File: config.mk
export PLATFORM = sky130hd
export DESIGN_NAME = vram_text_reader
export DESIGN_NICKNAME = d
export VERILOG_FILES = /design/src/rtl/vram_text_reader.sv
export SDC_FILE = /design/constraint.sdc
export NUM_CORES = 1
export LEC_CHECK = 0
export CORE_MARGIN = 4
export CORE_UTILIZATION = 30
export DETAILED_ROUTE_END_ITERATION = 10
export SLEW_MARGIN = 20
export SYNTH_ARGS = -nofsm -noshare
export SYNTH_HDL_FRONTEND = slang
export SYNTH_SLANG_ARGS = --single-unit
File: constraint.sdc
create_clock -name MEMORY_CLK -period 3 [get_ports MEMORY_CLK]
set_clock_uncertainty 0.1 [all_clocks]
set_input_delay 0.6 -clock MEMORY_CLK [delete_from_list [all_inputs] [get_ports MEMORY_CLK]]
set_output_delay 0.6 -clock MEMORY_CLK [all_outputs]
set_load 0.02 [all_outputs]
File: src/rtl/vram_text_reader.sv
// ============================================================================
// Module      : vram_text_reader
// Description : Pixel-request pipeline for the text VRAM read port. It fetches
//               the character code and the glyph row, then emits one pixel
//               with a blinking block cursor overlaid.
// Revision    : 1.0 - initial release
// ============================================================================
`default_nettype none

module vram_text_reader #(
    parameter int COLS         = 60,
    parameter int ROWS         = 17,
    parameter int VRAM_LAT     = 2,
    parameter int FONT_LAT     = 1,
    parameter int BLINK_FRAMES = 30
) (
    input  logic        MEMORY_CLK,
    input  logic        RST_n,
    input  logic        req_valid,
    input  logic [8:0]  req_x,
    input  logic [8:0]  req_y,
    input  logic        frame_start,
    input  logic        cursor_en,
    input  logic [5:0]  cursor_col,
    input  logic [4:0]  cursor_row,
    output logic        v_ceb,
    output logic        v_oce,
    output logic        v_resetb,
    output logic [9:0]  v_adb,
    input  logic [7:0]  v_dout,
    output logic        font_ce,
    output logic [11:0] font_adr,
    input  logic [7:0]  font_dout,
    output logic        pix_valid,
    output logic        pix_on,
    output logic [8:0]  pix_x,
    output logic [8:0]  pix_y
);

    // Sideband stage s is loaded on the (s)th edge after the request. The font
    // address is built from stage VRAM_LAT and the pixel from the last stage.
    localparam int c_DEPTH     = VRAM_LAT + FONT_LAT + 2;
    localparam int c_FONT_STG  = VRAM_LAT;
    localparam int c_OUT_STG   = c_DEPTH - 1;
    localparam int c_BW        = (BLINK_FRAMES > 1) ? $clog2(BLINK_FRAMES) : 1;
    localparam logic [c_BW-1:0] c_BLINK_LAST = c_BW'(BLINK_FRAMES - 1);
    localparam logic [6:0]      c_COLS7      = 7'(COLS);
    localparam logic [5:0]      c_ROWS6      = 6'(ROWS);
    localparam logic [9:0]      c_COLS10     = 10'(COLS);

    logic [5:0] w_col;
    logic [4:0] w_row;
    logic [9:0] w_row10;
    logic [9:0] w_addr;
    logic       w_in_range;
    logic       w_cursor_hit;
    logic       w_font_ld;

    logic            r_blink_phase;
    logic [c_BW-1:0] r_blink_cnt;

    logic       r_sb_valid [c_DEPTH];
    logic       r_sb_inr   [c_DEPTH];
    logic       r_sb_hit   [c_DEPTH];
    logic [2:0] r_sb_bit   [c_DEPTH];
    logic [8:0] r_sb_x     [c_DEPTH];
    logic [8:0] r_sb_y     [c_DEPTH];

    logic        r_v_ceb;
    logic [9:0]  r_v_adb;
    logic        r_font_ce;
    logic [11:0] r_font_adr;
    logic        r_pix_valid;
    logic        r_pix_on;
    logic [8:0]  r_pix_x;
    logic [8:0]  r_pix_y;

    assign w_col        = req_x[8:3];
    assign w_row        = req_y[8:4];
    assign w_row10      = {5'd0, w_row};
    assign w_in_range   = ({1'b0, w_col} < c_COLS7) && ({1'b0, w_row} < c_ROWS6);
    assign w_cursor_hit = cursor_en && r_blink_phase &&
                          (w_col == cursor_col) && (w_row == cursor_row);

    generate
        if (COLS == 60) begin : g_addr_shift
            assign w_addr = (w_row10 << 6) - (w_row10 << 2) + {4'd0, w_col};
        end else begin : g_addr_mul
            assign w_addr = (w_row10 * c_COLS10) + {4'd0, w_col};
        end
    endgenerate

    always_ff @(posedge MEMORY_CLK or negedge RST_n) begin
        if (!RST_n) begin
            r_blink_cnt   <= '0;
            r_blink_phase <= 1'b0;
        end else if (frame_start) begin
            if (r_blink_cnt == c_BLINK_LAST) begin
                r_blink_cnt   <= '0;
                r_blink_phase <= ~r_blink_phase;
            end else begin
                r_blink_cnt <= r_blink_cnt + 1'b1;
            end
        end
    end

    always_ff @(posedge MEMORY_CLK or negedge RST_n) begin
        if (!RST_n) begin
            for (int i = 0; i < c_DEPTH; i++) begin
                r_sb_valid[i] <= 1'b0;
                r_sb_inr[i]   <= 1'b0;
                r_sb_hit[i]   <= 1'b0;
                r_sb_bit[i]   <= 3'd0;
                r_sb_x[i]     <= 9'd0;
                r_sb_y[i]     <= 9'd0;
            end
        end else begin
            r_sb_valid[0] <= req_valid;
            r_sb_inr[0]   <= w_in_range;
            r_sb_hit[0]   <= w_cursor_hit;
            r_sb_bit[0]   <= req_x[2:0];
            r_sb_x[0]     <= req_x;
            r_sb_y[0]     <= req_y;
            for (int i = 1; i < c_DEPTH; i++) begin
                r_sb_valid[i] <= r_sb_valid[i-1];
                r_sb_inr[i]   <= r_sb_inr[i-1];
                r_sb_hit[i]   <= r_sb_hit[i-1];
                r_sb_bit[i]   <= r_sb_bit[i-1];
                r_sb_x[i]     <= r_sb_x[i-1];
                r_sb_y[i]     <= r_sb_y[i-1];
            end
        end
    end

    assign w_font_ld = r_sb_valid[c_FONT_STG] && r_sb_inr[c_FONT_STG];

    always_ff @(posedge MEMORY_CLK or negedge RST_n) begin
        if (!RST_n) begin
            r_v_ceb     <= 1'b0;
            r_v_adb     <= 10'd0;
            r_font_ce   <= 1'b0;
            r_font_adr  <= 12'd0;
            r_pix_valid <= 1'b0;
            r_pix_on    <= 1'b0;
            r_pix_x     <= 9'd0;
            r_pix_y     <= 9'd0;
        end else begin
            r_v_ceb <= req_valid && w_in_range;
            if (req_valid && w_in_range) begin
                r_v_adb <= w_addr;
            end
            r_font_ce <= w_font_ld;
            if (w_font_ld) begin
                r_font_adr <= {v_dout, r_sb_y[c_FONT_STG][3:0]};
            end
            r_pix_valid <= r_sb_valid[c_OUT_STG];
            if (r_sb_valid[c_OUT_STG]) begin
                // Bit 7 is the leftmost pixel; out-of-range cells stay dark.
                r_pix_on <= r_sb_inr[c_OUT_STG] &&
                            (font_dout[~r_sb_bit[c_OUT_STG]] ^ r_sb_hit[c_OUT_STG]);
                r_pix_x  <= r_sb_x[c_OUT_STG];
                r_pix_y  <= r_sb_y[c_OUT_STG];
            end
        end
    end

    assign v_oce     = 1'b1;
    assign v_resetb  = 1'b0;
    assign v_ceb     = r_v_ceb;
    assign v_adb     = r_v_adb;
    assign font_ce   = r_font_ce;
    assign font_adr  = r_font_adr;
    assign pix_valid = r_pix_valid;
    assign pix_on    = r_pix_on;
    assign pix_x     = r_pix_x;
    assign pix_y     = r_pix_y;

endmodule

`default_nettype wire
# After elaboration in Yosys (flattened, before gate mapping)
# Index checks and enable logic that the tools add are counted.
[totals] input_bits=50 word_cells=63 output_inout_bits=46 register_bits=170
[op_classes] add_sub_neg=3 muxes=3 eq_ne=3 bitwise=3 magnitude_cmp=3 n_reduce_logical=8
[op_table] op="adder 10 x 6 -> 10 bit" count=1
[op_table] op="subtractor 10 x 7 -> 10 bit" count=1
[op_table] op="logical AND 1 bit" count=7
[op_table] op="== test 6 bit" count=1
[op_table] op="less-than comparator 6 bit, second input constant" count=1
[op_table] op="adder 5 x 1 -> 5 bit, second input constant" count=1
[op_table] op="== test 5 bit" count=1
[op_table] op="== test 5 bit, second input constant" count=1
[op_table] op="less-than comparator 5 bit, second input constant" count=1
[op_table] op="2-to-1 mux 5 bit" count=1
[op_table] op="less-than comparator 3 x 4 -> 1 bit, second input constant" count=1
[op_table] op="binary-select mux 1 bit (select 3 bit)" count=1
[op_table] op="inverter 3 bit" count=1
[op_table] op="AND reduction 2 bit" count=1
[op_table] op="2-to-1 mux 1 bit" count=1
[op_table] op="inverter 1 bit" count=1
[op_table] op="XOR 1 bit" count=1

# Logic depth before layout (Yosys ltp)
# Gate-level depths: netlist of run 1.
[depth] word_depth=5 mapped_depth=7 depth_no_buf=7

# Least setup slack after synthesis of run 1
# OpenSTA, ideal clock, no wires.
[synth_timing] kind="input-to-reg" startpoint="in req_y[8]" endpoint="reg r_v_adb[9] (netlist: v_adb[9])" n_path_buf=0 cell_stages=6 setup_ns=0.127 arrival_ns=1.748 setup_slack_ns=1.024 required_ns=2.773 cell_sequence="inv_1 ha_1 a211o_1 a311oi_1 xnor2_1 o21ai_0"
[synth_via] elab_chain_len=3 word_cells_on_any_way=5 classes_between="2 x add/sub; 1 x order compare; 2 x reduce/logical"
[synth_lines] element="start, declared" line_no="21" rtl="input logic [8:0] req_y,"
[synth_lines] element="branches (longest 3 deep; another with subtractor 10 x 7 -> 10 bit)"
[synth_lines] element="end signal, assigned" line_no="150" rtl="r_v_adb <= w_addr;"
[synth_lines] element="end, declared" line_no="70" rtl="logic [9:0] r_v_adb;"
# Parallel ways; which one is timed is not known.
# A chain may end at the register's enable or synchronous reset.

# Final worst setup path of run 1
[layout_timing] startpoint="in req_y[4]" endpoint="reg r_v_adb[9] (netlist: v_adb[9])"
# The elaborated chain is that of the path after synthesis.

==> impl_metrics.sql, run 1 <==
INSERT INTO impl_metrics (metric_group, metric, value, unit) VALUES
('grt', 'track_usage', '9.87', '%'),
('clocking', 'cts.repair.resized', '0', ''),
('timing', 'setup_tns_final', '0', 'ns'),
('floorplanning', 'design.die.area', '18900', 'µm²'),
('clocking', 'path_clk_slew', '0.06', 'ns'),
('clocking', 'clk-insertion-delay-late', '0.41', 'ns'),
('clocking', 'cts_tree', 'yes', ''),
('power', 'max-vdd-ir-drop', '359', 'µV'),
('grt', 'wire_length_of_the_first_global_routing_pass', '14.2', 'mm'),
('clocking', 'cts_hold_repair.buffers', '0', ''),
('timing', 'final_min_period_over_clock_period', '75.7', '%'),
('synthesis', 'postSynthRegisterBits', '155', ''),
('synthesis', 'synth_sequential_area_ratio', '77.3', '%'),
('setup_path', 'crit_path_max_incr_delay', '0.54', 'ns'),
('timing', 'worstMarginPinSlew', '0.835', 'ns'),
('min_path', 'min-delay-path-class', 'in2async', ''),
('timing', 'max_clock_freq', '441', 'MHz'),
('setup_path', 'path_max_fanout', '6', ''),
('synthesis', 'syn-instance-count', '297', ''),
('setup_path', 'critical_path.endpoint_type', 'register', ''),
('setup_path', 'critical_path_cell_count', '6', ''),
('timing', 'slew_violations', '0', ''),
('timing', 'final-setup-viol-count', '0', ''),
('cells_and_area', 'multiInputGateArea', '1050', 'µm²'),
('synthesis', 'post_synth_main_area_contributors', 'sky130_fd_sc_hd__dfrtp_1 (77%), sky130_fd_sc_hd__mux2_2 (6.7%), sky130_fd_sc_hd__xnor2_1 (3.1%), sky130_fd_sc_hd__ha_1 (2.0%), sky130_fd_sc_hd__o21ai_0 (1.2%)', ''),
('timing', 'postLayoutSetupSlackWorst', '0.730', 'ns'),
('clocking', 'cts_htree_levels', '4', ''),
('synthesis', 'synth_cell_types', '36', ''),
('placement', 'placement_cell_area', '6250', 'µm²'),
('floorplanning', 'chip_width', '137', 'µm'),
('placement', 'place.port_buffers', '93', ''),
('floorplanning', 'fp-row-count', '47', ''),
('floorplanning', 'floorplan.die.height', '137', 'µm'),
('setup_path', 'critPathRequiredTime', '3.18', 'ns'),
('setup_path', 'critPathLaunchType', 'input pin', ''),
('placement', 'dp_hpwl', '6.18', 'mm'),
('synthesis', 'synthesis.area_per_instance', '16.9', 'µm²'),
('placement', 'routabilityCongestion', '0.807', ''),
('grt', 'gr-max-usage-layer', 'met2', ''),
('cells_and_area', 'synthToLayoutAreaGrowth', '36.2', '%'),
('cells_and_area', 'postLayoutCellArea', '6830', 'µm²'),
('placement', 'place_worst_setup_slack', '0.292', 'ns'),
('routing', 'drc_violation_count_after_routing', '0', ''),
('routing', 'detail_route.iter0.violations', '80', ''),
('routing', 'routed_length_per_instance', '13.4', 'µm'),
('routing', 'via_count', '2560', ''),
('power', 'cellLeakagePower', '2.97', 'nW'),
('cells_and_area', 'insertedDiodeCount', '0', ''),
('grt', 'grt.met3_usage', '3.47', '%'),
('clocking', 'cts.sink_count', '155', ''),
('setup_path', 'worst-r2r-cell-count', '5', ''),
('grt', 'grt_antenna_before_repair', '0', ''),
('timing', 'layout_min_cycle_time', '2.27', 'ns'),
('grt', 'grt_use_met2', '15.3', '%'),
('run', 'maxCapViolations', '0', ''),
('clocking', 'max-clock-path-buffers', '2', ''),
('cells_and_area', 'footprint_of_the_flip_flops_and_latches', '3880', 'µm²'),
('synthesis', 'syn_area', '5020', 'µm²'),
('synthesis', 'synth_top_flop_cell', 'sky130_fd_sc_hd__dfrtp_1', ''),
('grt', 'met1_usage', '12.6', '%'),
('synthesis', 'syn_nets', '355', ''),
('outcome', 'status', 'completed', ''),
('routing', 'detailedRoute.firstPassIterationCount', '4', ''),
('clocking', 'post_cts_setup_buffers', '0', ''),
('routing', 'remaining_number_of_nets_flagged_by_the_antenna_check_after_routing', '0', ''),
('routing', 'routed_wl', '8.62', 'mm'),
('floorplanning', 'core_area', '16500', 'µm²'),
('setup_path', 'critical_path.top_delay_family', 'compound AO/OA/AOI/OAI gates', ''),
('setup_path', 'worst_ep_arrival_time', '2.45', 'ns'),
('timing', 'timing.final.hold_violations', '0', ''),
('synthesis', 'async_flop_share', '100', '%');
-- power by group --
group	switching (mW)	internal [mW]	total, mW	leakage, nW
clock	0.839	1.24	2.08	0.286
sequential	0.106	2.28	2.38	1.83
combinational	0.311	0.338	0.648	0.853
total	1.26	3.85	5.11	2.97
-- worst paths after layout --
path / end / startpoint / slack, ns
worst min-delay path: r_sb_y[2]$_DFF_PN0_ / RST_n / 0.1
min in group MEMORY_CLK: r_sb_y[28]$_DFF_PN0_ / r_sb_y[37]$_DFF_PN0_ / 0.24
worst max-delay path: v_adb[9]$_DFFE_PN0P_ / req_y[4] / 0.73
worst min register to register: r_sb_y[28]$_DFF_PN0_ / r_sb_y[37]$_DFF_PN0_ / 0.24
max in group asynchronous: r_sb_x[11]$_DFF_PN0_ / RST_n / 1.96
worst max register to register: pix_on$_DFFE_PN0P_ / r_sb_x[1]$_DFF_PN0_ / 1.37
-- logic make-up (layout without fill, tap and decap cells) --
| family | after synthesis | after routing | share of synthesized area [%] |
|---|---|---|---|
| and+or+nand+nor | 30 | 30 | 3.04 |
| other | 2 | 2 | 0.150 |
| DFF | 155 | 155 | 77.3 |
| xor gates and xnor gates | 20 | 20 | 3.49 |
| AOI/OAI and AO/OA | 28 | 28 | 3.69 |
| muxes | 36 | 36 | 8.63 |
| buffers and inverters | 18 | 143 | 1.70 |
| adders and majority gates | 8 | 8 | 2.00 |
-- per-layer routing --
metal / wire length (µm) / up-vias / part of all wire (%)
li1: - / 1224 / -
met3: 383 / 8 / 4.4
met2: 4240 / 60 / 49
met5: 0 / - / 0
met1: 3880 / 1268 / 45
met4: 116 / 0 / 1.3
-- cell type report --
type	instances	share of cell area, %
clock buffer	17	6.23
clock inverter	15	2.34
inverter	11	0.604
multi-input combinational	124	15.4
sequential	155	56.8
tap	220	4.03
timing repair buffer	100	14.6
-- sequential cells by signal, summed over array words and instances (netlist names) --
register / count
r_sb_x: 45
r_sb_y: 45
font_adr: 12
v_adb: 10
pix_x: 9
pix_y: 9
r_blink_cnt: 5
r_sb_hit: 5
r_sb_inr: 5
r_sb_valid: 5
font_ce: 1
pix_on: 1
pix_valid: 1
r_blink_phase: 1
v_ceb: 1
-- synthesized netlist by cell type (3+ instances only) --
| cell | number |
|---|---|
| sky130_fd_sc_hd__clkbuf_1 | 3 |
| sky130_fd_sc_hd__xnor2_1 | 18 |
| sky130_fd_sc_hd__ha_1 | 8 |
| sky130_fd_sc_hd__o22ai_1 | 3 |
| sky130_fd_sc_hd__inv_1 | 11 |
| sky130_fd_sc_hd__dfrtp_1 | 155 |
| sky130_fd_sc_hd__mux2_2 | 30 |
| sky130_fd_sc_hd__nand2b_1 | 4 |
| sky130_fd_sc_hd__o21ai_0 | 12 |
| sky130_fd_sc_hd__nand3_1 | 3 |
| sky130_fd_sc_hd__nand2_1 | 14 |
| sky130_fd_sc_hd__a21oi_1 | 4 |
-- through the flow --
| stage | total power, mW | utilization (%) | hold slack, ns | std cells |
|---|---|---|---|---|
| 2_1_floorplan | 2.71 | - | 0.204 | 297 |
| 3_3_place_gp | 3.06 | 37.9 | 0.232 | 610 |
| 3_5_place_dp | 3.09 | 37.9 | 0.235 | 610 |
| 4_1_cts | 5.20 | 41.5 | 0.123 | 642 |
| 5_1_grt | 5.35 | 41.5 | 0.144 | 642 |
| 6_report | 5.11 | 41.5 | 0.0962 | 642 |
Note: power is estimated with default switching activity, not from simulation.
==> run 2: changes to the inputs <==
==> constraint.sdc (replaced) <==
create_clock -name MEMORY_CLK -period 1.9 [get_ports MEMORY_CLK]
set_clock_uncertainty 0.1 [all_clocks]
set_input_delay 0.38 -clock MEMORY_CLK [delete_from_list [all_inputs] [get_ports MEMORY_CLK]]
set_output_delay 0.38 -clock MEMORY_CLK [all_outputs]
set_load 0.02 [all_outputs]
==> run 2 against run 1 <==
  * Wire length up 4.4%
  * Utilization up 1.9 points
  * First-iteration DRC count up 66%
  * Non-clock buffer count up 26
  * Hold slack better by 0.080 ns
  * Flip-flop and latch count unchanged
  * Critical path type is now reg2out
  * Highest routed layer unchanged
==> impl_metrics.sql, run 2 (synthesized netlist as in run 1, its figures left out) <==
INSERT INTO impl_metrics (metric_group, metric, value, unit) VALUES
('cells_and_area', 'fraction_of_layout_instances_using_a_drive_strength_above_1', '22.4', '%'),
('cells_and_area', 'n_fill_cell', '1493', ''),
('clocking', 'cts.sink_count', '155', ''),
('floorplanning', 'floorplan.die.height', '137', 'µm'),
('timing', 'postLayoutSetupSlackWorst', '0.0594', 'ns'),
('power', 'max-vdd-ir-drop', '651', 'µV'),
('placement', 'place_worst_setup_slack', '-0.486', 'ns'),
('clocking', 'clk-insertion-delay-late', '0.40', 'ns'),
('run', 'maxCapViolations', '0', ''),
('setup_path', 'path_max_fanout', '2', ''),
('setup_path', 'reg2reg_slack', '0.32', 'ns'),
('outcome', 'status', 'completed', ''),
('timing', 'slew_violations', '0', ''),
('cells_and_area', 'layout.cells.most_common', 'sky130_fd_sc_hd__dfrtp_1', ''),
('floorplanning', 'core_area', '16500', 'µm²'),
('setup_path', 'worstPathBufferInverterCount', '1', ''),
('setup_path', 'critPathRequiredTime', '1.42', 'ns'),
('routing', 'detail_route.iter0.violations', '133', ''),
('clocking', 'max-clock-path-buffers', '2', ''),
('power', 'cellLeakagePower', '3.34', 'nW'),
('clocking', 'cts_tree', 'yes', ''),
('timing', 'grt_setup_unrepaired', 'false', ''),
('clocking', 'cts_htree_levels', '4', ''),
('grt', 'grt_start_max_net_pins', '44', ''),
('grt', 'track_usage', '10.6', '%'),
('routing', 'routed_via_density', '4.05', ''),
('clocking', 'path_clk_slew', '0.06', 'ns'),
('setup_path', 'worst_ep_arrival_time', '1.36', 'ns'),
('grt', 'globalRoute.totalOverflow', '0', ''),
('setup_path', 'critPathLaunchType', 'register', ''),
('routing', 'drc_violation_count_after_routing', '0', ''),
('timing', 'timing.final.hold_violations', '0', ''),
('timing', 'layout_min_cycle_time', '1.84', 'ns'),
('power', 'power_density', '1150', 'nW/µm²'),
('setup_path', 'crit_path_max_incr_delay', '0.61', 'ns'),
('grt', 'wire_length_of_the_first_global_routing_pass', '15.3', 'mm'),
('floorplanning', 'start_util', '30.5', '%'),
('setup_path', 'critical_path_class', 'reg2out', ''),
('floorplanning', 'num_io_pins', '96', ''),
('grt', 'first_global_vias', '3038', ''),
('cells_and_area', 'finalNetCount', '493', ''),
('grt', 'grt_antenna_before_repair', '0', ''),
('timing', 'max_clock_freq', '543', 'MHz'),
('floorplanning', 'chip_width', '137', 'µm'),
('placement', 'place.port_buffers', '93', ''),
('timing', 'setup_tns_final', '0', 'ns'),
('min_path', 'min-delay-path-class', 'in2reg', ''),
('routing', 'routed_wl', '9.00', 'mm'),
('timing', 'final_min_period_over_clock_period', '96.9', '%'),
('setup_path', 'crit_path_cell_chain', 'clkdlybuf4s50_1', ''),
('clocking', 'cts_inserted_buffers', '17', ''),
('setup_path', 'slowest_stage', 'sky130_fd_sc_hd__clkdlybuf4s50_1', ''),
('clocking', 'cts-root-buf', 'sky130_fd_sc_hd__clkbuf_16', ''),
('setup_path', 'critical_path.top_delay_family', 'buffers and inverters', ''),
('routing', 'detailedRoute.firstPassIterationCount', '4', ''),
('cells_and_area', 'synthToLayoutAreaGrowth', '42.2', '%'),
('floorplanning', 'fp-row-count', '47', ''),
('cells_and_area', 'insertedDiodeCount', '0', ''),
('timing', 'final-setup-viol-count', '0', ''),
('floorplanning', 'design.die.area', '18900', 'µm²'),
('placement', 'dp_hpwl', '6.54', 'mm'),
('routing', 'routed_length_per_instance', '13.5', 'µm'),
('cells_and_area', 'final_cell_mix', 'sky130_fd_sc_hd__dfrtp_1 (155), sky130_fd_sc_hd__clkdlybuf4s50_1 (64), sky130_fd_sc_hd__mux2_2 (30), sky130_fd_sc_hd__buf_4 (28), sky130_fd_sc_hd__dlymetal6s2s_1 (22)', ''),
('placement', 'routabilityCongestion', '0.781', ''),
('routing', 'remaining_number_of_nets_flagged_by_the_antenna_check_after_routing', '0', ''),
('routing', 'via_count', '2702', ''),
('setup_path', 'critical_path.endpoint_type', 'output pin', '');
-- run 2: cell types whose count changed in the layout (fill, tap and decap cells not counted), moves of 3 or more --
cell,previous run,this run
sky130_fd_sc_hd__inv_6,8,0
sky130_fd_sc_hd__clkdlybuf4s50_1,92,64
sky130_fd_sc_hd__clkbuf_1,0,6
sky130_fd_sc_hd__buf_4,6,28
sky130_fd_sc_hd__buf_12,1,4
sky130_fd_sc_hd__dlymetal6s2s_1,0,22
sky130_fd_sc_hd__dlygate4sd2_1,0,6
-- run 2: metal layers --
layer	GRT usage, %	routed length, µm	vias up
met5	0	0	-
met4	4.71	159	0
met3	3.73	496	13
met2	16.5	4410	80
met1	13.5	3930	1335
li1	-	-	1274
-- run 2: metrics by stage --
step	utilization [%]	hold slack (ns)	instances	instance area (µm²)	total power, mW
6_report	43.3	0.176	667	7140	8.19
5_1_grt	43.3	0.148	667	7140	8.60
4_1_cts	42.9	0.244	666	7060	8.33
3_5_place_dp	39.3	0.231	634	6460	4.93
3_3_place_gp	39.3	0.228	634	6460	4.88
2_1_floorplan	-	-0.0156	297	5020	4.28
-- run 2: repair_timing --
item / 4_1_cts / 5_1_grt
setup buffers: 0 / 1
resized for setup: 7 / 26
endpoints found under the hold margin: 38 / 0
pin swaps: 0 / 4
hold buffers: 1 / 0
setup endpoints to repair: 7 / 25
cloned: 0 / 0
-- run 2: path summary, 6_finish.rpt --
path | depth (start not counted) | to | startpoint
hold / removal | 2 | r_sb_x[41]$_DFF_PN0_ | req_x[5]
hold reg to reg | 0 | r_sb_valid[0]$_DFF_PN0_ | r_sb_valid[1]$_DFF_PN0_
max in group asynchronous | 3 | r_sb_x[2]$_DFF_PN0_ | RST_n
setup reg to reg | 5 | pix_on$_DFFE_PN0P_ | r_sb_x[1]$_DFF_PN0_
setup / recovery | 1 | v_adb[0] | v_adb[0]$_DFFE_PN0P_
min in group asynchronous | 2 | font_adr[10]$_DFFE_PN0P_ | RST_n
-- run 2: cell type report --
class	instances	area, µm²	share of cell area, %
clock inverters	8	144	2.02
repair buffers	126	1280	17.9
flip-flops and latches	155	3880	54.3
well taps	220	275	3.86
multi-input cells	124	1070	15.0
inverters	11	41.3	0.579
clock buffers	23	448	6.28
-- run 2: power by group --
group	switching (mW)	internal, mW
Clock	1.18	2.19
Sequential	0.159	3.60
Combinational	0.512	0.556
